===== src/rtl/freq_counter_pkg.sv =====
// Shared types and helpers for the multi-channel frequency counter.
// Holds the FSM encodings, synchroniser depth and channel-index width.
package freq_counter_pkg;

    typedef enum logic {
        STOPPED  = 1'b0,
        COUNTING = 1'b1
    } gate_state_t;

    typedef enum logic {
        OUT_IDLE = 1'b0,
        OUT_SEND = 1'b1
    } out_state_t;

    localparam int SYNC_STAGES = 2;

    // Channel index width; a single channel still gets one bit.
    function automatic int ch_width(input int n);
        return (n <= 1) ? 1 : $clog2(n);
    endfunction

endpackage


===== src/rtl/freq_counter_mc_if.sv =====
// Result stream bundle: one channel count per beat, valid/ready.
// Ports: res_valid, res_data, res_ch, res_ovf (producer), res_ready (consumer).
interface freq_counter_mc_if #(
    parameter int CNT_W = 16,
    parameter int CH_W  = 2
);
    logic             res_valid;
    logic             res_ready;
    logic [CNT_W-1:0] res_data;
    logic [CH_W-1:0]  res_ch;
    logic             res_ovf;

    modport master (
        output res_valid,
        output res_data,
        output res_ch,
        output res_ovf,
        input  res_ready
    );

    modport slave (
        input  res_valid,
        input  res_data,
        input  res_ch,
        input  res_ovf,
        output res_ready
    );
endinterface


===== src/rtl/freq_edge_counter.sv =====
// One channel: synchroniser, rising-edge detect, saturating counter, ovf.
// Ports: clk, rst_n, sig (async in), clear, count/ovf (value incl. this cycle).
module freq_edge_counter
    import freq_counter_pkg::*;
#(
    parameter int CNT_W = 16
) (
    input  logic             clk,
    input  logic             rst_n,
    input  logic             sig,
    input  logic             clear,
    output logic [CNT_W-1:0] count,
    output logic             ovf
);

    localparam logic [CNT_W-1:0] MAX = '1;

    logic [SYNC_STAGES-1:0] sync_q;
    logic                   prev_q;
    logic                   pulse;
    logic [CNT_W-1:0]       cnt_q;
    logic                   ovf_q;

    assign pulse = sync_q[SYNC_STAGES-1] & ~prev_q;

    // count/ovf already include this cycle's pulse, so a snapshot taken
    // in the window-end cycle keeps an edge arriving in that cycle.
    assign count = (pulse && (cnt_q != MAX)) ? cnt_q + 1'b1 : cnt_q;
    assign ovf   = ovf_q | (count == MAX);

    always_ff @(posedge clk or negedge rst_n) begin
        if (!rst_n) begin
            sync_q <= '0;
            prev_q <= 1'b0;
            cnt_q  <= '0;
            ovf_q  <= 1'b0;
        end else begin
            sync_q <= {sync_q[SYNC_STAGES-2:0], sig};
            prev_q <= sync_q[SYNC_STAGES-1];
            cnt_q  <= clear ? '0 : count;
            ovf_q  <= clear ? 1'b0 : ovf;
        end
    end

endmodule


===== src/rtl/freq_counter_mc.sv =====
// Multi-channel frequency counter: shared gate window, snapshot, stream out.
// Ports: clk, rst_n, ena, sig_in, period_in/_load, gate_active, res, overrun, dbg_state.
module freq_counter_mc
    import freq_counter_pkg::*;
#(
    parameter int NUM_CH         = 4,
    parameter int CNT_W          = 16,
    parameter int PERIOD_W       = 24,
    parameter int DEFAULT_PERIOD = 10_000_000
) (
    input  logic                clk,
    input  logic                rst_n,
    input  logic                ena,
    input  logic [NUM_CH-1:0]   sig_in,
    input  logic [PERIOD_W-1:0] period_in,
    input  logic                period_load,
    output logic                gate_active,
    freq_counter_mc_if.master   res,
    output logic                overrun,
    output logic [1:0]          dbg_state
);

    localparam int CH_W = ch_width(NUM_CH);
    localparam logic [PERIOD_W-1:0] DEF_P = PERIOD_W'(DEFAULT_PERIOD);
    localparam logic [CH_W-1:0] LAST_CH = CH_W'(NUM_CH - 1);

    gate_state_t         gate_q, gate_d;
    out_state_t          out_q, out_d;
    logic [PERIOD_W-1:0] period_q;
    logic [PERIOD_W-1:0] period_eff;
    logic [PERIOD_W-1:0] win_len_q, win_len_d;
    logic [PERIOD_W-1:0] timer_q, timer_d;
    logic [CH_W-1:0]     ch_q, ch_d;
    logic                ovr_q, ovr_d;
    logic                win_end;
    logic                clear;
    logic                snap_en;
    logic                xfer;

    logic [CNT_W-1:0]    live_cnt [NUM_CH];
    logic [NUM_CH-1:0]   live_ovf;
    logic [CNT_W-1:0]    snap_cnt [NUM_CH];
    logic [NUM_CH-1:0]   snap_ovf;

    // A zero period would never reach timer==P-1; run it as one cycle.
    assign period_eff = (period_q == '0) ? PERIOD_W'(1) : period_q;

    assign win_end = (gate_q == COUNTING) && ena
                   && (timer_q == win_len_q - 1'b1);

    // Counters only accumulate inside a live window.
    assign clear = win_end || !((gate_q == COUNTING) && ena);

    for (genvar i = 0; i < NUM_CH; i++) begin : g_ch
        freq_edge_counter #(
            .CNT_W (CNT_W)
        ) u_cnt (
            .clk   (clk),
            .rst_n (rst_n),
            .sig   (sig_in[i]),
            .clear (clear),
            .count (live_cnt[i]),
            .ovf   (live_ovf[i])
        );
    end

    // Gate FSM: window length latched at each window start.
    always_comb begin
        gate_d    = gate_q;
        timer_d   = timer_q;
        win_len_d = win_len_q;
        unique case (gate_q)
            STOPPED: begin
                if (ena) begin
                    gate_d    = COUNTING;
                    timer_d   = '0;
                    win_len_d = period_eff;
                end
            end
            COUNTING: begin
                if (!ena) begin
                    gate_d  = STOPPED;
                    timer_d = '0;
                end else if (win_end) begin
                    timer_d   = '0;
                    win_len_d = period_eff;
                end else begin
                    timer_d = timer_q + 1'b1;
                end
            end
        endcase
    end

    assign xfer = (out_q == OUT_SEND) && res.res_ready;

    // Output FSM: a window end during a stream drops that snapshot.
    always_comb begin
        out_d   = out_q;
        ch_d    = ch_q;
        ovr_d   = ovr_q;
        snap_en = 1'b0;
        unique case (out_q)
            OUT_IDLE: begin
                if (win_end) begin
                    out_d   = OUT_SEND;
                    ch_d    = '0;
                    snap_en = 1'b1;
                end
            end
            OUT_SEND: begin
                if (win_end) begin
                    ovr_d = 1'b1;
                end
                if (xfer) begin
                    if (ch_q == LAST_CH) begin
                        out_d = OUT_IDLE;
                        ch_d  = '0;
                    end else begin
                        ch_d = ch_q + 1'b1;
                    end
                end
            end
        endcase
        if (!ena) begin
            ovr_d = 1'b0;
        end
    end

    always_ff @(posedge clk or negedge rst_n) begin
        if (!rst_n) begin
            gate_q    <= STOPPED;
            out_q     <= OUT_IDLE;
            timer_q   <= '0;
            win_len_q <= '0;
            period_q  <= DEF_P;
            ch_q      <= '0;
            ovr_q     <= 1'b0;
        end else begin
            gate_q    <= gate_d;
            out_q     <= out_d;
            timer_q   <= timer_d;
            win_len_q <= win_len_d;
            ch_q      <= ch_d;
            ovr_q     <= ovr_d;
            if (period_load) begin
                period_q <= period_in;
            end
        end
    end

    always_ff @(posedge clk or negedge rst_n) begin
        if (!rst_n) begin
            for (int i = 0; i < NUM_CH; i++) begin
                snap_cnt[i] <= '0;
            end
            snap_ovf <= '0;
        end else if (snap_en) begin
            for (int i = 0; i < NUM_CH; i++) begin
                snap_cnt[i] <= live_cnt[i];
            end
            snap_ovf <= live_ovf;
        end
    end

    assign res.res_valid = (out_q == OUT_SEND);
    assign res.res_ch    = ch_q;
    assign res.res_data  = res.res_valid ? snap_cnt[ch_q] : '0;
    assign res.res_ovf   = res.res_valid & snap_ovf[ch_q];

    assign gate_active = (gate_q == COUNTING);
    assign overrun     = ovr_q;
    assign dbg_state   = {gate_q == COUNTING, out_q == OUT_SEND};

endmodule


===== src/flat_wrapper.sv =====
// flat-port wrapper written by rule: the top's interface ports become plain ports
module freq_counter_mc_flat import freq_counter_pkg::*;
#(
    parameter int NUM_CH         = 4,
    parameter int CNT_W          = 16,
    parameter int PERIOD_W       = 24,
    parameter int DEFAULT_PERIOD = 10_000_000
)
  (clk, rst_n, ena, sig_in, period_in, period_load, gate_active, overrun, dbg_state, res_res_valid, res_res_data, res_res_ch, res_res_ovf, res_res_ready);
  freq_counter_mc_if #(.CNT_W(CNT_W), .CH_W((ch_width(NUM_CH)))) res_i ();
  input  logic clk;
  input  logic rst_n;
  input  logic ena;
  input  logic [NUM_CH-1:0] sig_in;
  input  logic [PERIOD_W-1:0] period_in;
  input  logic period_load;
  output logic gate_active;
  output logic overrun;
  output logic [1:0] dbg_state;
  output wire logic [$bits(res_i.res_valid)-1:0] res_res_valid;
  output wire logic [$bits(res_i.res_data)-1:0] res_res_data;
  output wire logic [$bits(res_i.res_ch)-1:0] res_res_ch;
  output wire logic [$bits(res_i.res_ovf)-1:0] res_res_ovf;
  input wire logic [$bits(res_i.res_ready)-1:0] res_res_ready;
  assign res_res_valid = res_i.res_valid;
  assign res_res_data = res_i.res_data;
  assign res_res_ch = res_i.res_ch;
  assign res_res_ovf = res_i.res_ovf;
  assign res_i.res_ready = res_res_ready;
  freq_counter_mc #(.NUM_CH(NUM_CH), .CNT_W(CNT_W), .PERIOD_W(PERIOD_W), .DEFAULT_PERIOD(DEFAULT_PERIOD)) u_core (.clk(clk), .rst_n(rst_n), .ena(ena), .sig_in(sig_in), .period_in(period_in), .period_load(period_load), .gate_active(gate_active), .res(res_i), .overrun(overrun), .dbg_state(dbg_state));
endmodule

===== config.mk =====
export PLATFORM = sky130hd
export DESIGN_NAME = freq_counter_mc_flat
export DESIGN_NICKNAME = d
export VERILOG_FILES = /design/src/rtl/freq_counter_pkg.sv /design/src/rtl/freq_counter_mc_if.sv /design/src/rtl/freq_edge_counter.sv /design/src/rtl/freq_counter_mc.sv /design/src/flat_wrapper.sv
export SDC_FILE = /design/constraint.sdc
export NUM_CORES = 1
export LEC_CHECK = 0
export ABC_AREA = 1
export CAP_MARGIN = 20
export CORE_MARGIN = 2
export CORE_UTILIZATION = 65
export DETAILED_ROUTE_END_ITERATION = 8
export HOLD_SLACK_MARGIN = 0.02
export PLACE_DENSITY = 0.85
export SYNTH_ARGS = -nofsm -noshare
export SYNTH_HDL_FRONTEND = slang
export SYNTH_SLANG_ARGS = --single-unit

===== constraint.sdc =====
create_clock -name clk -period 5.8 [get_ports clk]
set_input_delay 0.87 -clock clk [delete_from_list [all_inputs] [get_ports clk]]
set_output_delay 0.87 -clock clk [all_outputs]
set_load 0.01 [all_outputs]

; ---- Word-level counts from Yosys, hierarchy flattened
; Cells that the tools add are included.
[totals]
ff_bits = 225
wordCells = 123
in_bits = 33
out_inout_bits = 24
[classes]
addsub = 7
mux = 40
n_reduce_logical = 13
n_lt_le_gt_ge = 2
eq_ne = 17
n_bitwise = 16
[op_table]
columns = operator, count
row1 = $mux W16, 11
row2 = $mux W24, 7
row3 = $pmux W24 S2, 2
row4 = $add A16 B1 Y16 const B, 4
row5 = $eq A16 B16 Y1 const B, 4
row6 = $ne A16 B16 Y1 const B, 4
row7 = $bmux W16 S2, 1
row8 = $add A24 B1 Y24 const B, 1
row9 = $eq A24 B24 Y1, 1
row10 = $logic_not A24 Y1, 1
row11 = $sub A24 B1 Y24 const B, 1
row12 = $mux W1, 13
row13 = $ne A2 B2 Y1 const B, 4
row14 = $logic_and A1 B1 Y1, 7
row15 = $mux W2, 3
row16 = $ne A2 B1 Y1 const B, 3
row17 = $not A1 Y1, 6
row18 = $and A1 B1 Y1, 5
row19 = $or A1 B1 Y1, 4
row20 = $pmux W2 S2, 1
row21 = $reduce_and A2 Y1, 2
row22 = $ge A3 B3 Y1 const B, 1
row23 = $lt A2 B3 Y1 const B, 1
row24 = $not A2 Y3, 1
row25 = 7 further kinds, 7

; ---- Longest topological paths before layout
; Gate-level depths: netlist (run 1).
[depth]
depth_word = 7
ltp_mapped = 18
mapped_depth_nobuf = 17

; ---- By module
; A second synthesis (run 1) with hierarchy kept.
[unflattened]
hier_cells = 1978
hier_area_um2 = 13648.1
[modules_own_cells]
columns = module, n_inst, seq_area_each_um2, area_each_um2, cells_per_inst
row1 = freq_counter_mc, 1, 3638.5, 8017.7, 1100
row2 = freq_edge_counter at u_core.g_ch[2].u_cnt ..., 2, 500.5, 1458.9, 218
row3 = freq_edge_counter at u_core.g_ch[0].u_cnt ..., 2, 500.5, 1356.3, 221

; ---- Worst setup path before layout (run 1)
; Ideal clock, no wire load.
[synth_timing]
path_kind = reg-to-output
start = register u_core.ch_q[1], in the netlist u_core.res.res_ch[1]
end = output port res_res_data[10]
stages_incl_launch_ff = 7
arrival_ns = 1.536
slack_ns = 3.394
t_required_ns = 4.930
n_path_buf = 2
cell_sequence = dfrtp_1 -> clkbuf_1 -> clkinv_1 -> clkbuf_1 -> nor2_1 -> o21ai_0 -> a21oi_1
[synth_between]
elab_chain_cells = 5
[synth_lines]
columns = item, line
row1 = start: declaration, freq_counter_mc.sv:33  ; logic [CH_W-1:0] ch_q, ch_d;
row2 = start signal: assignment, freq_counter_mc.sv:143  ; ch_q <= ch_d;
row3 = $not A2 Y3 (not written as such), freq_counter_mc.sv:167  ; assign res.res_data = res.res_valid ? snap_cnt[ch_q] : '0;
row4 = $bmux W16 S2, freq_counter_mc.sv:167
row5 = $mux W16 (not written as such) (2 in series), freq_counter_mc.sv:167
row6 = $mux W16, freq_counter_mc.sv:167
row7 = end: declaration, flat_wrapper.sv:21  ; output wire logic [$bits(res_i.res_data)-1:0] res_res_data;
; No other way between the ends. The select of a mux whose other input is x is not followed.

; ---- Final worst setup path (run 1)
[layout_timing]
start = register u_core.ch_q[1], in the netlist u_core.res.res_ch[1]
end = output port res_res_data[15]
; Same word-level chain as after synthesis.

==> flow_summary.html, run 1 <==
<table>
<tr><th>Metric</th><th>Value</th></tr>
<tr><th colspan="2">Clocking</th></tr>
<tr><td>Post-cts repair resize count</td><td>0</td></tr>
<tr><td>Quantity of hold-fixing buffers added after cts</td><td>0</td></tr>
<tr><td>TritonCTS clock tree</td><td>done</td></tr>
<tr><td>Clock Latency Late Sink</td><td>0.52 ns</td></tr>
<tr><td>Level count of the clock H-tree</td><td>1</td></tr>
<tr><td>Post-CTS setup buffer count</td><td>0</td></tr>
<tr><td>Clock net sink count</td><td>225</td></tr>
<tr><td>Deepest clock path buffer count</td><td>3</td></tr>
<tr><td>Clock transition at the register clock pins on the worst setup and hold paths after CTS</td><td>0.06 ns</td></tr>
<tr><td>CTS Root Buffer Type</td><td>sky130_fd_sc_hd__clkbuf_16</td></tr>
<tr><td>Cts bufs inserted</td><td>24</td></tr>
<tr><th colspan="2">Synth</th></tr>
<tr><td>Post-synthesis cell count</td><td>1717</td></tr>
<tr><td>Async set-reset flop share out of synthesis</td><td>100.0%</td></tr>
<tr><td>Main combinational cell family by area after synthesis</td><td>simple AND/OR/NAND/NOR gates</td></tr>
<tr><td>Synthesized area divided by synthesized cell count</td><td>7.300 sq um</td></tr>
<tr><td>Post-Synthesis Net Count</td><td>1757</td></tr>
<tr><td>Main synth FF type</td><td>sky130_fd_sc_hd__dfrtp_1</td></tr>
<tr><td>Yosys warning count</td><td>0</td></tr>
<tr><td>Top-area cell type share of the netlist area</td><td>43.33%</td></tr>
<tr><td>Number of enable flip-flop cells after synthesis</td><td>0</td></tr>
<tr><td>Synthesized-area fraction occupied by and/or/nand/nor cells</td><td>32.32%</td></tr>
<tr><td>Post-Synth Adder-Cell Area</td><td>0.6988%</td></tr>
<tr><td>Cell with the most instances after synthesis</td><td>sky130_fd_sc_hd__nand2_1</td></tr>
<tr><td>Largest area contributor in the netlist</td><td>sky130_fd_sc_hd__dfrtp_1</td></tr>
<tr><td>Fraction of the mapped netlist area in compound gates</td><td>7.887%</td></tr>
<tr><td>Mux share of post-synthesis cell area</td><td>1.428%</td></tr>
<tr><td>Flip-flop and latch count after synthesis</td><td>225</td></tr>
<tr><td>Number of unique standard cell types used by synthesis</td><td>39</td></tr>
<tr><td>Netlist area before placement</td><td>12530 sq um</td></tr>
<tr><td>Dominant cells by area after synthesis</td><td>sky130_fd_sc_hd__dfrtp_1, sky130_fd_sc_hd__nand2_1, sky130_fd_sc_hd__nor2_1, sky130_fd_sc_hd__xor2_1, sky130_fd_sc_hd__inv_1</td></tr>
<tr><td>Proportion of synthesized chip area in sequential cells</td><td>45.00%</td></tr>
<tr><td>Xor and xnor area share after synthesis</td><td>5.521%</td></tr>
<tr><td>Top post-synthesis cells by count</td><td>sky130_fd_sc_hd__nand2_1, sky130_fd_sc_hd__nor2_1, sky130_fd_sc_hd__dfrtp_1</td></tr>
<tr><th colspan="2">STA</th></tr>
<tr><td>Post-Route Hold Slack</td><td>0.3484 ns</td></tr>
<tr><td>Maximum achievable frequency</td><td>0.2413 GHz</td></tr>
<tr><td>Worst slew margin</td><td>31.95%</td></tr>
<tr><td>RSZ-0062 raised after global routing</td><td>false</td></tr>
<tr><td>Final clock skew</td><td>0.01327 ns</td></tr>
<tr><td>Tcrit/Tclk final</td><td>71.45%</td></tr>
<tr><td>Final worst slack</td><td>1.656 ns</td></tr>
<tr><td>Min Tclk post-route</td><td>4.144 ns</td></tr>
<tr><td>Final hold viol count</td><td>0</td></tr>
<tr><td>Setup tns final</td><td>0 ns</td></tr>
<tr><td>Measured slew at the worst slew-check pin</td><td>1.014 ns</td></tr>
<tr><td>Final setup fails</td><td>0</td></tr>
<tr><td>Pins over their slew limit</td><td>0</td></tr>
<tr><th colspan="2">Placed design</th></tr>
<tr><td>RD Place Congestion</td><td>0.9575</td></tr>
<tr><td>PortBufs</td><td>56</td></tr>
<tr><td>Placed insts</td><td>1976</td></tr>
<tr><td>DP Worst Slack</td><td>1.990 ns</td></tr>
<tr><td>HPWL after DPL</td><td>21.66 mm</td></tr>
<tr><th colspan="2">Power and ir drop</th></tr>
<tr><td>Power density relative to cell area</td><td>269.0 nW/um^2</td></tr>
<tr><td>Cell leakage power</td><td>6.374 nW</td></tr>
<tr><td>Peak supply drop</td><td>0.0002534 V</td></tr>
<tr><th colspan="2">Layout</th></tr>
<tr><td>FILL cells</td><td>1413</td></tr>
<tr><td>Area of combinational cells with multiple inputs</td><td>5997 sq um</td></tr>
<tr><td>Cell Count, Final, Fillers Out</td><td>2021</td></tr>
<tr><td>Reg area</td><td>5640 sq um</td></tr>
<tr><td>Antenna Cells</td><td>0</td></tr>
<tr><td>Layout cell share with drive strength beyond 1</td><td>5.508%</td></tr>
<tr><td>Area delta synth-&gt;final</td><td>12.10%</td></tr>
<tr><td>Final layout net count</td><td>1784</td></tr>
<tr><th colspan="2">Setup path</th></tr>
<tr><td>CP required</td><td>4.93 ns</td></tr>
<tr><td>Cell-by-cell trace of the critical path</td><td>clkinv_1 -&gt; nor2_1 -&gt; o21ai_0 -&gt; a21oi_1 -&gt; clkdlybuf4s50_1</td></tr>
<tr><td>Worst stage delay on the critical path</td><td>0.82 ns</td></tr>
<tr><td>Number of buffer and inverter instances along the worst setup path</td><td>2</td></tr>
<tr><td>Type of destination of the critical path</td><td>output port</td></tr>
<tr><td>Setup crit start kind</td><td>flop</td></tr>
<tr><td>Critical path's top delay family</td><td>buffers and inverters</td></tr>
<tr><td>CP Max Fanout</td><td>21</td></tr>
<tr><td>Slowest stage cell on the critical path</td><td>sky130_fd_sc_hd__dfrtp_1</td></tr>
<tr><td>Critical path arrival</td><td>3.27 ns</td></tr>
<tr><td>Path type of the worst setup path</td><td>flop to output port</td></tr>
<tr><th colspan="2">Detailed routing</th></tr>
<tr><td>Final routed wirelength across all metal layers</td><td>30.90 mm</td></tr>
<tr><td>Via-to-Cell Ratio</td><td>5.585</td></tr>
<tr><td>Drt drc</td><td>0</td></tr>
<tr><td>DRT Pass-1 Iters</td><td>6</td></tr>
<tr><td>Antenna Violating Nets Remaining</td><td>0</td></tr>
<tr><td>Total number of vias</td><td>11290</td></tr>
<tr><td>Initial DRC Count</td><td>1167</td></tr>
<tr><td>Avg WL per Cell</td><td>15.29 um</td></tr>
<tr><th colspan="2">GRT</th></tr>
<tr><td>Global-route wire length before repair</td><td>51.16 mm</td></tr>
<tr><td>Congestion Overflow GR</td><td>0</td></tr>
<tr><td>Via count of the first global-routing pass</td><td>10760</td></tr>
<tr><td>Largest net degree at the start of global routing</td><td>114</td></tr>
<tr><td>Number of antenna violations at the first check in global routing</td><td>0</td></tr>
<tr><td>Overall global routing resource usage</td><td>31.06%</td></tr>
<tr><th colspan="2">Floorplan</th></tr>
<tr><td>Boundary pin count</td><td>57</td></tr>
<tr><td>Horizontal die dimension</td><td>142.9 um</td></tr>
<tr><td>Cell Rows</td><td>50</td></tr>
<tr><td>Vertical extent of the die</td><td>142.9 um</td></tr>
<tr><td>Effective utilization at floorplan</td><td>66.56%</td></tr>
<tr><td>Core box area</td><td>18830 sq um</td></tr>
<tr><td>Die footprint</td><td>20410 sq um</td></tr>
<tr><th colspan="2">Min path</th></tr>
<tr><td>Min-Delay Path Class</td><td>flop to flop</td></tr>
<tr><th colspan="2">Status</th></tr>
<tr><td>Outcome</td><td>finished clean</td></tr>
<tr><th colspan="2">Job</th></tr>
<tr><td>Max Cap Violations</td><td>0</td></tr>
</table>
## final cells by class
class                   count  share of cell area [%]
clock buffers              35                   5.147
clock inverters             8                   1.024
inverters                 153                   4.088
multi-input cells        1276                   42.68
flip-flops and latches    225                   40.15
well taps                 260                   2.315
repair buffers             64                   4.595
## cells by family (layout without fill, tap and decap cells)
logic type               after synthesis  in the layout
flip-flops                           225            225
multiplexers                          16             16
buffers and inverters                216            260
AO/OA/AOI/OAI                        189            189
XOR/XNOR                              79             79
adder cells (fa/ha/maj)                7              7
AND/OR/NAND/NOR                      985            985
## placed cells by master, fill, tap and decap left out, types with 7 or more instances in the layout
cell type,instances
sky130_fd_sc_hd__o22ai_1,16
sky130_fd_sc_hd__mux2_2,15
sky130_fd_sc_hd__o21ai_1,47
sky130_fd_sc_hd__dfrtp_1,217
sky130_fd_sc_hd__ha_1,7
sky130_fd_sc_hd__nand4_1,26
sky130_fd_sc_hd__nor3_1,12
sky130_fd_sc_hd__nor2_1,286
sky130_fd_sc_hd__inv_1,150
sky130_fd_sc_hd__nand3_1,93
sky130_fd_sc_hd__dfstp_2,8
sky130_fd_sc_hd__nand3b_1,10
sky130_fd_sc_hd__clkbuf_16,25
sky130_fd_sc_hd__nand2_1,527
sky130_fd_sc_hd__a21oi_1,23
sky130_fd_sc_hd__o21ai_0,96
sky130_fd_sc_hd__xor2_1,67
sky130_fd_sc_hd__xnor2_1,12
sky130_fd_sc_hd__clkdlybuf4s50_1,55
## routing by layer
layer	vias up	routed length (um)	track usage, %
li1	5485	-	-
met1	5285	13360	43.62
met2	444	14330	50.56
met3	73	2429	4.930
met4	0	777	8.755
met5	-	0	0
## worst paths after layout
| kind | from | end | slack [ns] | cells after the start |
|---|---|---|---|---|
| setup / recovery | u_core.res.res_ch[1]$_DFFE_PN0P_ | res_res_data[15] | 1.66 | 5 |
| hold / removal | u_core.g_ch[1].u_cnt.sync_q[0]$_DFF_PN0_ | u_core.g_ch[1].u_cnt.sync_q[1]$_DFF_PN0_ | 0.35 | 0 |
| setup reg to reg | u_core.win_len_q[0]$_DFFE_PN0P_ | u_core.snap_cnt[63]$_DFFE_PN0P_ | 2.47 | 15 |
| hold reg to reg | u_core.g_ch[1].u_cnt.sync_q[0]$_DFF_PN0_ | u_core.g_ch[1].u_cnt.sync_q[1]$_DFF_PN0_ | 0.35 | 0 |
| max in group asynchronous | rst_n | u_core.period_q[14]$_DFFE_PN0P_ | 4.06 | 2 |
| min in group asynchronous | rst_n | u_core.g_ch[2].u_cnt.sync_q[0]$_DFF_PN0_ | 0.36 | 1 |
## flip-flops by register name, summed over array words and instances, names as in the netlist
signal                    count
u_core.g_ch.u_cnt.cnt_q      64
u_core.g_ch.u_cnt.ovf_q       4
u_core.g_ch.u_cnt.prev_q      4
u_core.g_ch.u_cnt.sync_q      8
u_core.gate_active            1
u_core.overrun                1
u_core.period_q              24
u_core.res.res_ch             2
u_core.res.res_valid          1
u_core.snap_cnt              64
u_core.snap_ovf               4
u_core.timer_q               24
u_core.win_len_q             24
## power breakdown
part           total, mW  switching [mW]  internal (mW)  leakage (nW)
registers           1.70          0.0659           1.63          3.00
clock network       1.67           0.626           1.04         0.429
logic              0.414           0.271          0.143          2.94
## worst reg2reg max path, stage by stage (launching register included)
cell	delay, ns
sky130_fd_sc_hd__dfrtp_1	0.41
sky130_fd_sc_hd__inv_1	0.10
sky130_fd_sc_hd__ha_1	0.21
sky130_fd_sc_hd__nand2_2	0.12
sky130_fd_sc_hd__nor2_4	0.32
sky130_fd_sc_hd__nand3_1	0.15
sky130_fd_sc_hd__nand2_1	0.12
sky130_fd_sc_hd__nand2_1	0.06
sky130_fd_sc_hd__nand2_1	0.08
sky130_fd_sc_hd__nand2_1	0.06
sky130_fd_sc_hd__nor2_1	0.08
sky130_fd_sc_hd__nand2_1	0.07
sky130_fd_sc_hd__nor2_2	0.14
sky130_fd_sc_hd__nand4_4	0.49
sky130_fd_sc_hd__buf_4	0.53
sky130_fd_sc_hd__o21ai_0	0.28
## through the flow
stage | power, mW | utilization, % | instance area, sq um
after global routing | 3.919 | 74.61 | 14050
after global placement | 2.111 | 69.82 | 13150
after CTS | 3.788 | 74.43 | 14010
after floorplan | 1.992 | - | 12530
after detailed placement | 2.130 | 69.82 | 13150
final | 3.779 | 74.61 | 14050
(Power assumes the default switching activity.)
==> inputs of run 2 (changes only) <==
--- a/config.mk
+++ b/config.mk
@@ -8,10 +8,10 @@
 export ABC_AREA = 1
 export CAP_MARGIN = 20
 export CORE_MARGIN = 2
-export CORE_UTILIZATION = 65
+export CORE_UTILIZATION = 55
 export DETAILED_ROUTE_END_ITERATION = 8
 export HOLD_SLACK_MARGIN = 0.02
-export PLACE_DENSITY = 0.85
+export PLACE_DENSITY = 0.76
 export SYNTH_ARGS = -nofsm -noshare
 export SYNTH_HDL_FRONTEND = slang
 export SYNTH_SLANG_ARGS = --single-unit
==> constraint.sdc (replaced) <==
create_clock -name clk -period 3.65 [get_ports clk]
set_input_delay 0.5475 -clock clk [delete_from_list [all_inputs] [get_ports clk]]
set_output_delay 0.5475 -clock clk [all_outputs]
set_load 0.01 [all_outputs]
==> run 2 against run 1 <==
The flow now finishes with violations (hold timing). Hold slack worse by 0.36 ns. Clock skew grew 0.0013 ns. Sequential share of layout area shrank 0.43 points. Clock-buffer cell count fell by 3. Flip-flop and latch count unchanged. Utilization decreased by 11 points. Combinational power rose by 58%. Final area grew 1.1%. Critical path depth stayed put. Clock power grew 65%. Die area up 18%. Global-route usage fell by 5.8 points.
==> flow_summary.html, run 2 (synthesis gave the netlist of run 1 again) <==
<table>
<tr><th>Metric</th><th>Value</th></tr>
<tr><th colspan="2">Layout</th></tr>
<tr><td>Final layout net count</td><td>1793 (+0.50%)</td></tr>
<tr><td>Area delta synth-&gt;final</td><td>13.32%</td></tr>
<tr><td>Layout cell share with drive strength beyond 1</td><td>6.264% (+0.76 points)</td></tr>
<tr><td>Post-route cell area</td><td>14200 sq um (+1.1%)</td></tr>
<tr><td>Antenna Cells</td><td>0 (unchanged)</td></tr>
<tr><td>Registers with the most flip-flops</td><td>u_core.g_ch.u_cnt.cnt_q: 64 flops, u_core.snap_cnt: 64 flops</td></tr>
<tr><td>Most used cells in the layout excluding fill and tap cells</td><td>sky130_fd_sc_hd__nand2_1, sky130_fd_sc_hd__nor2_1, sky130_fd_sc_hd__dfrtp_1</td></tr>
<tr><td>Final cell utilization of the core</td><td>63.11% (-11 points)</td></tr>
<tr><td>Most frequent standard cell in the layout excluding fill and tap cells</td><td>sky130_fd_sc_hd__nand2_1</td></tr>
<tr><th colspan="2">STA</th></tr>
<tr><td>Final worst slack</td><td>0.1496 ns (-1.506 ns)</td></tr>
<tr><td>Worst slew margin</td><td>42.93% (+11 points)</td></tr>
<tr><td>Final setup fails</td><td>0 (unchanged)</td></tr>
<tr><td>Maximum achievable frequency</td><td>0.2857 GHz</td></tr>
<tr><td>Pins over their slew limit</td><td>0 (unchanged)</td></tr>
<tr><td>Post-Route Hold Slack</td><td>-0.007603 ns (-0.3560 ns)</td></tr>
<tr><td>RSZ-0062 raised after global routing</td><td>false</td></tr>
<tr><td>Setup tns final</td><td>0 ns (unchanged)</td></tr>
<tr><td>Tcrit/Tclk final</td><td>95.90%</td></tr>
<tr><td>Final clock skew</td><td>0.01460 ns (+0.001333 ns)</td></tr>
<tr><td>Measured slew at the worst slew-check pin</td><td>0.8550 ns (-0.1589 ns)</td></tr>
<tr><td>Min Tclk post-route</td><td>3.500 ns</td></tr>
<tr><td>Final hold viol count</td><td>7 (+7)</td></tr>
<tr><th colspan="2">GRT</th></tr>
<tr><td>Congestion Overflow GR</td><td>0 (unchanged)</td></tr>
<tr><td>Via count of the first global-routing pass</td><td>10520 (-2.3%)</td></tr>
<tr><td>Global-route wire length before repair</td><td>49.91 mm (-2.4%)</td></tr>
<tr><td>Overall global routing resource usage</td><td>25.25% (-5.8 points)</td></tr>
<tr><td>Largest net degree at the start of global routing</td><td>136 (+19%)</td></tr>
<tr><td>Number of antenna violations at the first check in global routing</td><td>0 (unchanged)</td></tr>
<tr><th colspan="2">Floorplan</th></tr>
<tr><td>Boundary pin count</td><td>57 (unchanged)</td></tr>
<tr><td>Cell Rows</td><td>55 (+10%)</td></tr>
<tr><td>Die footprint</td><td>24010 sq um (+18%)</td></tr>
<tr><td>Effective utilization at floorplan</td><td>55.70% (-11 points)</td></tr>
<tr><td>Horizontal die dimension</td><td>155.0 um (+8.5%)</td></tr>
<tr><td>Core box area</td><td>22500 sq um (+20%)</td></tr>
<tr><td>Vertical extent of the die</td><td>155.0 um (+8.5%)</td></tr>
<tr><th colspan="2">Clocking</th></tr>
<tr><td>Deepest clock path buffer count</td><td>3 (unchanged)</td></tr>
<tr><td>Level count of the clock H-tree</td><td>1 (unchanged)</td></tr>
<tr><td>Post-CTS setup buffer count</td><td>0 (unchanged)</td></tr>
<tr><td>Clock net sink count</td><td>225 (unchanged)</td></tr>
<tr><td>Cts bufs inserted</td><td>25 (+4.2%)</td></tr>
<tr><td>CTS Root Buffer Type</td><td>sky130_fd_sc_hd__clkbuf_16</td></tr>
<tr><td>TritonCTS clock tree</td><td>done</td></tr>
<tr><td>Clock Latency Late Sink</td><td>0.53 ns (about the same)</td></tr>
<tr><td>Clock transition at the register clock pins on the worst setup and hold paths after CTS</td><td>0.06 ns (about the same)</td></tr>
<tr><th colspan="2">Setup path</th></tr>
<tr><td>CP required</td><td>3.10 ns (-1.83 ns)</td></tr>
<tr><td>Path type of the worst setup path</td><td>flop to output port</td></tr>
<tr><td>Type of destination of the critical path</td><td>output port</td></tr>
<tr><td>Capturing element of the worst setup path</td><td>res_res_data[12]</td></tr>
<tr><td>Worst setup path startpoint</td><td>u_core.res.res_ch[1]$_DFFE_PN0P_</td></tr>
<tr><td>Worst stage delay on the critical path</td><td>0.78 ns (-0.04 ns)</td></tr>
<tr><td>Source of the worst register-to-register timing path</td><td>u_core.win_len_q[0]$_DFFE_PN0P_</td></tr>
<tr><td>Slowest stage cell on the critical path</td><td>sky130_fd_sc_hd__dfrtp_1</td></tr>
<tr><td>CP Max Fanout</td><td>21 (unchanged)</td></tr>
<tr><td>Setup crit start kind</td><td>flop</td></tr>
<tr><td>Register-to-register setup slack</td><td>0.79 ns (-1.68 ns)</td></tr>
<tr><td>Worst R2R End</td><td>u_core.g_ch[2].u_cnt.cnt_q[2]$_DFF_PN0_</td></tr>
<tr><td>Cell-by-cell trace of the critical path</td><td>clkinvlp_4 -&gt; nor2_1 -&gt; o21ai_0 -&gt; a21oi_1 -&gt; clkdlybuf4s50_1</td></tr>
<tr><td>Critical path arrival</td><td>2.95 ns (-0.32 ns)</td></tr>
<tr><td>Register-to-Register Path Depth</td><td>14 (-1)</td></tr>
<tr><th colspan="2">Placed design</th></tr>
<tr><td>PortBufs</td><td>56 (unchanged)</td></tr>
<tr><td>HPWL after DPL</td><td>21.22 mm (-2.0%)</td></tr>
<tr><td>RD Place Congestion</td><td>0.9124 (-4.7%)</td></tr>
<tr><td>DP Worst Slack</td><td>0.6812 ns (-1.309 ns)</td></tr>
<tr><td>Cell area after placement</td><td>13290 sq um (+1.1%)</td></tr>
<tr><th colspan="2">Power and ir drop</th></tr>
<tr><td>Power density relative to cell area</td><td>429.8 nW/um^2 (+60%)</td></tr>
<tr><td>Peak supply drop</td><td>0.0003363 V (+33%)</td></tr>
<tr><td>Cell leakage power</td><td>6.441 nW (+1.1%)</td></tr>
<tr><th colspan="2">Job</th></tr>
<tr><td>Max Cap Violations</td><td>0 (unchanged)</td></tr>
<tr><th colspan="2">Detailed routing</th></tr>
<tr><td>Total number of vias</td><td>11000 (-2.5%)</td></tr>
<tr><td>Drt drc</td><td>0 (unchanged)</td></tr>
<tr><td>Initial DRC Count</td><td>868 (-26%)</td></tr>
<tr><td>Avg WL per Cell</td><td>14.38 um (-5.9%)</td></tr>
<tr><td>Via-to-Cell Ratio</td><td>5.349 (-4.2%)</td></tr>
<tr><td>Antenna Violating Nets Remaining</td><td>0 (unchanged)</td></tr>
<tr><td>DRT Pass-1 Iters</td><td>5 (-1)</td></tr>
<tr><td>Final routed wirelength across all metal layers</td><td>29.59 mm (-4.2%)</td></tr>
<tr><th colspan="2">Status</th></tr>
<tr><td>Outcome</td><td>complete, but fails checks</td></tr>
<tr><td>Failing checks</td><td>hold timing</td></tr>
<tr><th colspan="2">Min path</th></tr>
<tr><td>Min-Delay Path Class</td><td>input pin to asynchronous set/reset pin</td></tr>
</table>
run 2: cell types whose count changed in the layout (fill, tap and decap cells not counted):
cell	delta
sky130_fd_sc_hd__clkbuf_8	-1
sky130_fd_sc_hd__clkinv_2	+3
sky130_fd_sc_hd__clkinvlp_4	+2
sky130_fd_sc_hd__clkinv_4	+1
sky130_fd_sc_hd__clkinv_1	-1
sky130_fd_sc_hd__buf_4	+7
sky130_fd_sc_hd__clkbuf_1	-2
sky130_fd_sc_hd__bufinv_16	+1
sky130_fd_sc_hd__buf_8	-1
sky130_fd_sc_hd__buf_12	+2
run 2: area by class of cell:
type | count | area [sq um]
sequential | 225 | 5640
timing repair buffer | 72 | 723.2
clock inverter | 14 | 205.2
tap | 285 | 356.6
fill | 1987 | 8300
inverter | 153 | 578.1
multi-input combinational | 1276 | 5997
clock buffer | 32 | 701.9
run 2: layer usage:
metal / global-route usage, % / wire length (um) / vias up
met2: 41.31 / 13690 / 291
met5: 0 / 0 / -
met3: 2.813 / 1407 / 59
met1: 35.59 / 13650 / 5154
met4: 7.892 / 839 / 0
li1: - / - / 5499
run 2: worst min-delay path by stage:
stage                                             start                                        to
5_1_grt                                           rst_n           u_core.snap_cnt[40]$_DFFE_PN0P_
2_1_floorplan                                     rst_n   u_core.g_ch[0].u_cnt.cnt_q[0]$_DFF_PN0_
3_3_place_gp   u_core.g_ch[2].u_cnt.sync_q[0]$_DFF_PN0_  u_core.g_ch[2].u_cnt.sync_q[1]$_DFF_PN0_
4_1_cts                                           rst_n   u_core.g_ch[1].u_cnt.cnt_q[8]$_DFF_PN0_
6_report                                          rst_n           u_core.snap_cnt[40]$_DFFE_PN0P_
3_5_place_dp   u_core.g_ch[3].u_cnt.sync_q[0]$_DFF_PN0_  u_core.g_ch[3].u_cnt.sync_q[1]$_DFF_PN0_
run 2: repair_timing:
action	CTS	global route
resized for setup	0	1
hold buffers	0	0
endpoints found under the setup margin	0	17
run 2: stage by stage:
step / cells / total power [mW]
after CTS: 2057 / 6.150
after detailed placement: 2011 / 3.393
final: 2057 / 6.104
after global placement: 2011 / 3.369
after global routing: 2057 / 6.358
after floorplan: 1717 / 3.165
run 2: worst max-delay path: cells and delay by family, from the launching register on:
kind                   cells  cell delay [ns]
AOI/OAI and AO/OA          2             0.29
buffers and inverters      2             1.09
DFF                        1             0.78
and+or+nand+nor            1             0.25
run 2: power breakdown:
part           internal [mW]  switching (mW)
Clock                   1.71            1.04
Combinational          0.233           0.421
Sequential              2.59           0.102
==> inputs of run 3 (changes only) <==
--- a/config.mk
+++ b/config.mk
@@ -8,10 +8,10 @@
 export ABC_AREA = 1
 export CAP_MARGIN = 20
 export CORE_MARGIN = 2
-export CORE_UTILIZATION = 55
+export CORE_UTILIZATION = 65
 export DETAILED_ROUTE_END_ITERATION = 8
 export HOLD_SLACK_MARGIN = 0.02
-export PLACE_DENSITY = 0.76
+export PLACE_DENSITY = 0.85
 export SYNTH_ARGS = -nofsm -noshare
 export SYNTH_HDL_FRONTEND = slang
 export SYNTH_SLANG_ARGS = --single-unit
==> constraint.sdc (replaced) <==
create_clock -name clk -period 4.42 [get_ports clk]
set_input_delay 0.663 -clock clk [delete_from_list [all_inputs] [get_ports clk]]
set_output_delay 0.663 -clock clk [all_outputs]
set_load 0.01 [all_outputs]
==> run 3 against run 2 <==
The run now ends clean. Non-clock buffer count is 9 lower. Sequential share of layout area is 0.39 points higher. Clock skew is 0.0024 ns higher. Sequential power is 17% lower. Critical endpoint is now res_res_data[13]. Clock power is 23% lower. Via count is 2.7% higher. Final cell count is 1.7% lower. Global-route usage is 5.8 points higher. Utilization is 12 points higher. Critical path depth stayed put. Flip-flop and latch count stayed put.
==> flow_summary.html, run 3 (synthesis gave the netlist of run 1 again) <==
<table>
<tr><th>Metric</th><th>Value</th></tr>
<tr><th colspan="2">STA</th></tr>
<tr><td>RSZ-0062 raised after global routing</td><td>false</td></tr>
<tr><td>Final clock skew</td><td>0.01702 ns (+0.002424 ns)</td></tr>
<tr><td>Worst slew margin</td><td>33.90% (-9.0 points)</td></tr>
<tr><td>Final hold viol count</td><td>0 (-7)</td></tr>
<tr><td>Min Tclk post-route</td><td>3.803 ns</td></tr>
<tr><td>Tcrit/Tclk final</td><td>86.05%</td></tr>
<tr><td>Setup tns final</td><td>0 ns (unchanged)</td></tr>
<tr><td>Measured slew at the worst slew-check pin</td><td>0.9849 ns (+0.1299 ns)</td></tr>
<tr><td>Pins over their slew limit</td><td>0 (unchanged)</td></tr>
<tr><td>Final setup fails</td><td>0 (unchanged)</td></tr>
<tr><td>Maximum achievable frequency</td><td>0.2629 GHz</td></tr>
<tr><td>Final worst slack</td><td>0.6168 ns (+0.4671 ns)</td></tr>
<tr><th colspan="2">GRT</th></tr>
<tr><td>Overall global routing resource usage</td><td>31.01% (+5.8 points)</td></tr>
<tr><td>Congestion Overflow GR</td><td>0 (unchanged)</td></tr>
<tr><td>Number of antenna violations at the first check in global routing</td><td>0 (unchanged)</td></tr>
<tr><td>Largest net degree at the start of global routing</td><td>117 (-14%)</td></tr>
<tr><td>Global-route wire length before repair</td><td>51.16 mm (+2.5%)</td></tr>
<tr><td>Via count of the first global-routing pass</td><td>10860 (+3.3%)</td></tr>
<tr><th colspan="2">Setup path</th></tr>
<tr><td>CP Max Fanout</td><td>21 (unchanged)</td></tr>
<tr><td>Type of destination of the critical path</td><td>output port</td></tr>
<tr><td>CP required</td><td>3.76 ns (+0.66 ns)</td></tr>
<tr><td>Worst stage delay on the critical path</td><td>0.73 ns (-0.05 ns)</td></tr>
<tr><td>Number of buffer and inverter instances along the worst setup path</td><td>2 (unchanged)</td></tr>
<tr><td>Path type of the worst setup path</td><td>flop to output port</td></tr>
<tr><td>Critical path's top delay family</td><td>buffers and inverters</td></tr>
<tr><td>Setup crit start kind</td><td>flop</td></tr>
<tr><td>Slowest stage cell on the critical path</td><td>sky130_fd_sc_hd__dfrtp_1</td></tr>
<tr><td>Critical path arrival</td><td>3.14 ns (+0.19 ns)</td></tr>
<tr><td>Cell-by-cell trace of the critical path</td><td>clkinv_1 -&gt; nor2_1 -&gt; o21ai_0 -&gt; a21oi_1 -&gt; clkdlybuf4s50_1</td></tr>
<tr><th colspan="2">Layout</th></tr>
<tr><td>Registers with the most flip-flops</td><td>u_core.g_ch.u_cnt.cnt_q: 64 flops, u_core.snap_cnt: 64 flops</td></tr>
<tr><td>Final layout net count</td><td>1783 (-0.56%)</td></tr>
<tr><td>Area delta synth-&gt;final</td><td>12.21%</td></tr>
<tr><td>Most used cells in the layout excluding fill and tap cells</td><td>sky130_fd_sc_hd__nand2_1, sky130_fd_sc_hd__nor2_1, sky130_fd_sc_hd__dfrtp_1</td></tr>
<tr><td>Cell Count, Final, Fillers Out</td><td>2022 (-1.7%)</td></tr>
<tr><td>Layout cell share with drive strength beyond 1</td><td>5.565% (-0.70 points)</td></tr>
<tr><td>Most frequent standard cell in the layout excluding fill and tap cells</td><td>sky130_fd_sc_hd__nand2_1</td></tr>
<tr><th colspan="2">Clocking</th></tr>
<tr><td>Deepest clock path buffer count</td><td>3 (unchanged)</td></tr>
<tr><td>Clock net sink count</td><td>225 (unchanged)</td></tr>
<tr><td>TritonCTS clock tree</td><td>done</td></tr>
<tr><td>Post-cts repair resize count</td><td>0 (unchanged)</td></tr>
<tr><td>CTS Root Buffer Type</td><td>sky130_fd_sc_hd__clkbuf_16</td></tr>
<tr><td>Post-CTS setup buffer count</td><td>0 (unchanged)</td></tr>
<tr><td>Cts bufs inserted</td><td>24 (-4.0%)</td></tr>
<tr><td>Clock transition at the register clock pins on the worst setup and hold paths after CTS</td><td>0.06 ns (about the same)</td></tr>
<tr><td>Level count of the clock H-tree</td><td>1 (unchanged)</td></tr>
<tr><td>Quantity of hold-fixing buffers added after cts</td><td>0 (unchanged)</td></tr>
<tr><td>Clock Latency Late Sink</td><td>0.52 ns (about the same)</td></tr>
<tr><th colspan="2">Detailed routing</th></tr>
<tr><td>Initial DRC Count</td><td>749 (-14%)</td></tr>
<tr><td>Drt drc</td><td>0 (unchanged)</td></tr>
<tr><td>Via-to-Cell Ratio</td><td>5.591 (+4.5%)</td></tr>
<tr><td>Avg WL per Cell</td><td>15.13 um (+5.2%)</td></tr>
<tr><td>DRT Pass-1 Iters</td><td>6 (+1)</td></tr>
<tr><td>Total number of vias</td><td>11310 (+2.7%)</td></tr>
<tr><td>Antenna Violating Nets Remaining</td><td>0 (unchanged)</td></tr>
<tr><td>Final routed wirelength across all metal layers</td><td>30.60 mm (+3.4%)</td></tr>
<tr><th colspan="2">Power and ir drop</th></tr>
<tr><td>Cell leakage power</td><td>6.372 nW (-1.1%)</td></tr>
<tr><td>Power density relative to cell area</td><td>348.3 nW/um^2 (-19%)</td></tr>
<tr><td>Peak supply drop</td><td>0.0003487 V (+3.7%)</td></tr>
<tr><th colspan="2">Floorplan</th></tr>
<tr><td>Horizontal die dimension</td><td>142.9 um (-7.8%)</td></tr>
<tr><td>Vertical extent of the die</td><td>142.9 um (-7.8%)</td></tr>
<tr><td>Effective utilization at floorplan</td><td>66.56% (+11 points)</td></tr>
<tr><td>Core box area</td><td>18830 sq um (-16%)</td></tr>
<tr><td>Boundary pin count</td><td>57 (unchanged)</td></tr>
<tr><td>Die footprint</td><td>20410 sq um (-15%)</td></tr>
<tr><td>Cell Rows</td><td>50 (-9.1%)</td></tr>
<tr><th colspan="2">Job</th></tr>
<tr><td>Max Cap Violations</td><td>0 (unchanged)</td></tr>
<tr><th colspan="2">Placed design</th></tr>
<tr><td>Placed insts</td><td>1976 (-1.7%)</td></tr>
<tr><td>PortBufs</td><td>56 (unchanged)</td></tr>
<tr><td>HPWL after DPL</td><td>21.45 mm (+1.1%)</td></tr>
<tr><td>RD Place Congestion</td><td>0.9367 (+2.7%)</td></tr>
<tr><td>DP Worst Slack</td><td>1.233 ns (+0.5517 ns)</td></tr>
<tr><th colspan="2">Min path</th></tr>
<tr><td>Min-Delay Path Class</td><td>input pin to asynchronous set/reset pin</td></tr>
<tr><th colspan="2">Status</th></tr>
<tr><td>Outcome</td><td>finished clean</td></tr>
</table>
## run 3: cell count changes in the layout (fill, tap and decap cells not counted), sizes merged
cell    change
inv         -1
diode       +1
bufinv      -2
buf         -9
clkbuf      +1
## run 3: metal layers
layer  vias up  share of wire (%)  GRT usage (%)
li1       5473                  -              -
met1      5347                 43          41.27
met2       393                 48          51.77
met3        92                5.9          4.192
met4         0                4.0          12.56
met5         -                  0              0
## run 3: final timing paths
path	startpoint	to	slack, ns	depth (start not counted)
worst max-delay path	u_core.res.res_ch[1]$_DFFE_PN0P_	res_res_data[13]	0.62	5
worst min-delay path	rst_n	u_core.g_ch[0].u_cnt.prev_q$_DFF_PN0_	0.19	1
worst max register to register	u_core.win_len_q[0]$_DFFE_PN0P_	u_core.snap_cnt[36]$_DFFE_PN0P_	1.18	13
worst min register to register	u_core.g_ch[1].u_cnt.sync_q[0]$_DFF_PN0_	u_core.g_ch[1].u_cnt.sync_q[1]$_DFF_PN0_	0.36	0
max in group asynchronous	rst_n	u_core.period_q[12]$_DFFE_PN1P_	3.13	2
min in group clk	u_core.g_ch[1].u_cnt.sync_q[0]$_DFF_PN0_	u_core.g_ch[1].u_cnt.sync_q[1]$_DFF_PN0_	0.36	0
## run 3: cell type report
class,instances,area [sq um]
Antenna cell,1,2.502
Fill cell,1447,4767
Inverter,153,574.3
Clock buffer,33,705.7
Timing Repair Buffer,63,675.6
Multi-Input combinational cell,1276,5997
Clock inverter,11,142.6
Sequential cell,225,5640
Tap cell,260,325.3
## run 3: worst reg2reg max path: stages, from the launching register on
cell,delay [ns]
sky130_fd_sc_hd__dfrtp_1,0.42
sky130_fd_sc_hd__inv_1,0.11
sky130_fd_sc_hd__ha_1,0.21
sky130_fd_sc_hd__nand2_2,0.11
sky130_fd_sc_hd__nor2_4,0.30
sky130_fd_sc_hd__xor2_1,0.19
sky130_fd_sc_hd__nand3_1,0.11
sky130_fd_sc_hd__nor2_1,0.11
sky130_fd_sc_hd__nand2_1,0.07
sky130_fd_sc_hd__nor2_2,0.19
sky130_fd_sc_hd__nand4_4,0.60
sky130_fd_sc_hd__buf_12,0.48
sky130_fd_sc_hd__nand2_1,0.13
sky130_fd_sc_hd__o21ai_1,0.08
## run 3: power by group
| part | leakage [nW] | switching (mW) | internal, mW |
|---|---|---|---|
| clock | 0.414 | 0.831 | 1.29 |
| sequential | 3.00 | 0.0866 | 2.14 |
| combinational | 2.95 | 0.354 | 0.190 |
| total | 6.37 | 1.27 | 3.63 |
## run 3: metrics by stage
stage                     instance area [sq um]  hold slack, ns  util (%)  power (mW)
after floorplan                           12530          0.3312         -       2.614
after global placement                    13190          0.3347     70.02       2.774
after detailed placement                  13190          0.3426     70.02       2.795
after CTS                                 14030          0.2668     74.52       4.911
after global routing                      14060          0.3149     74.67       5.092
final                                     14060          0.1894     74.68       4.898
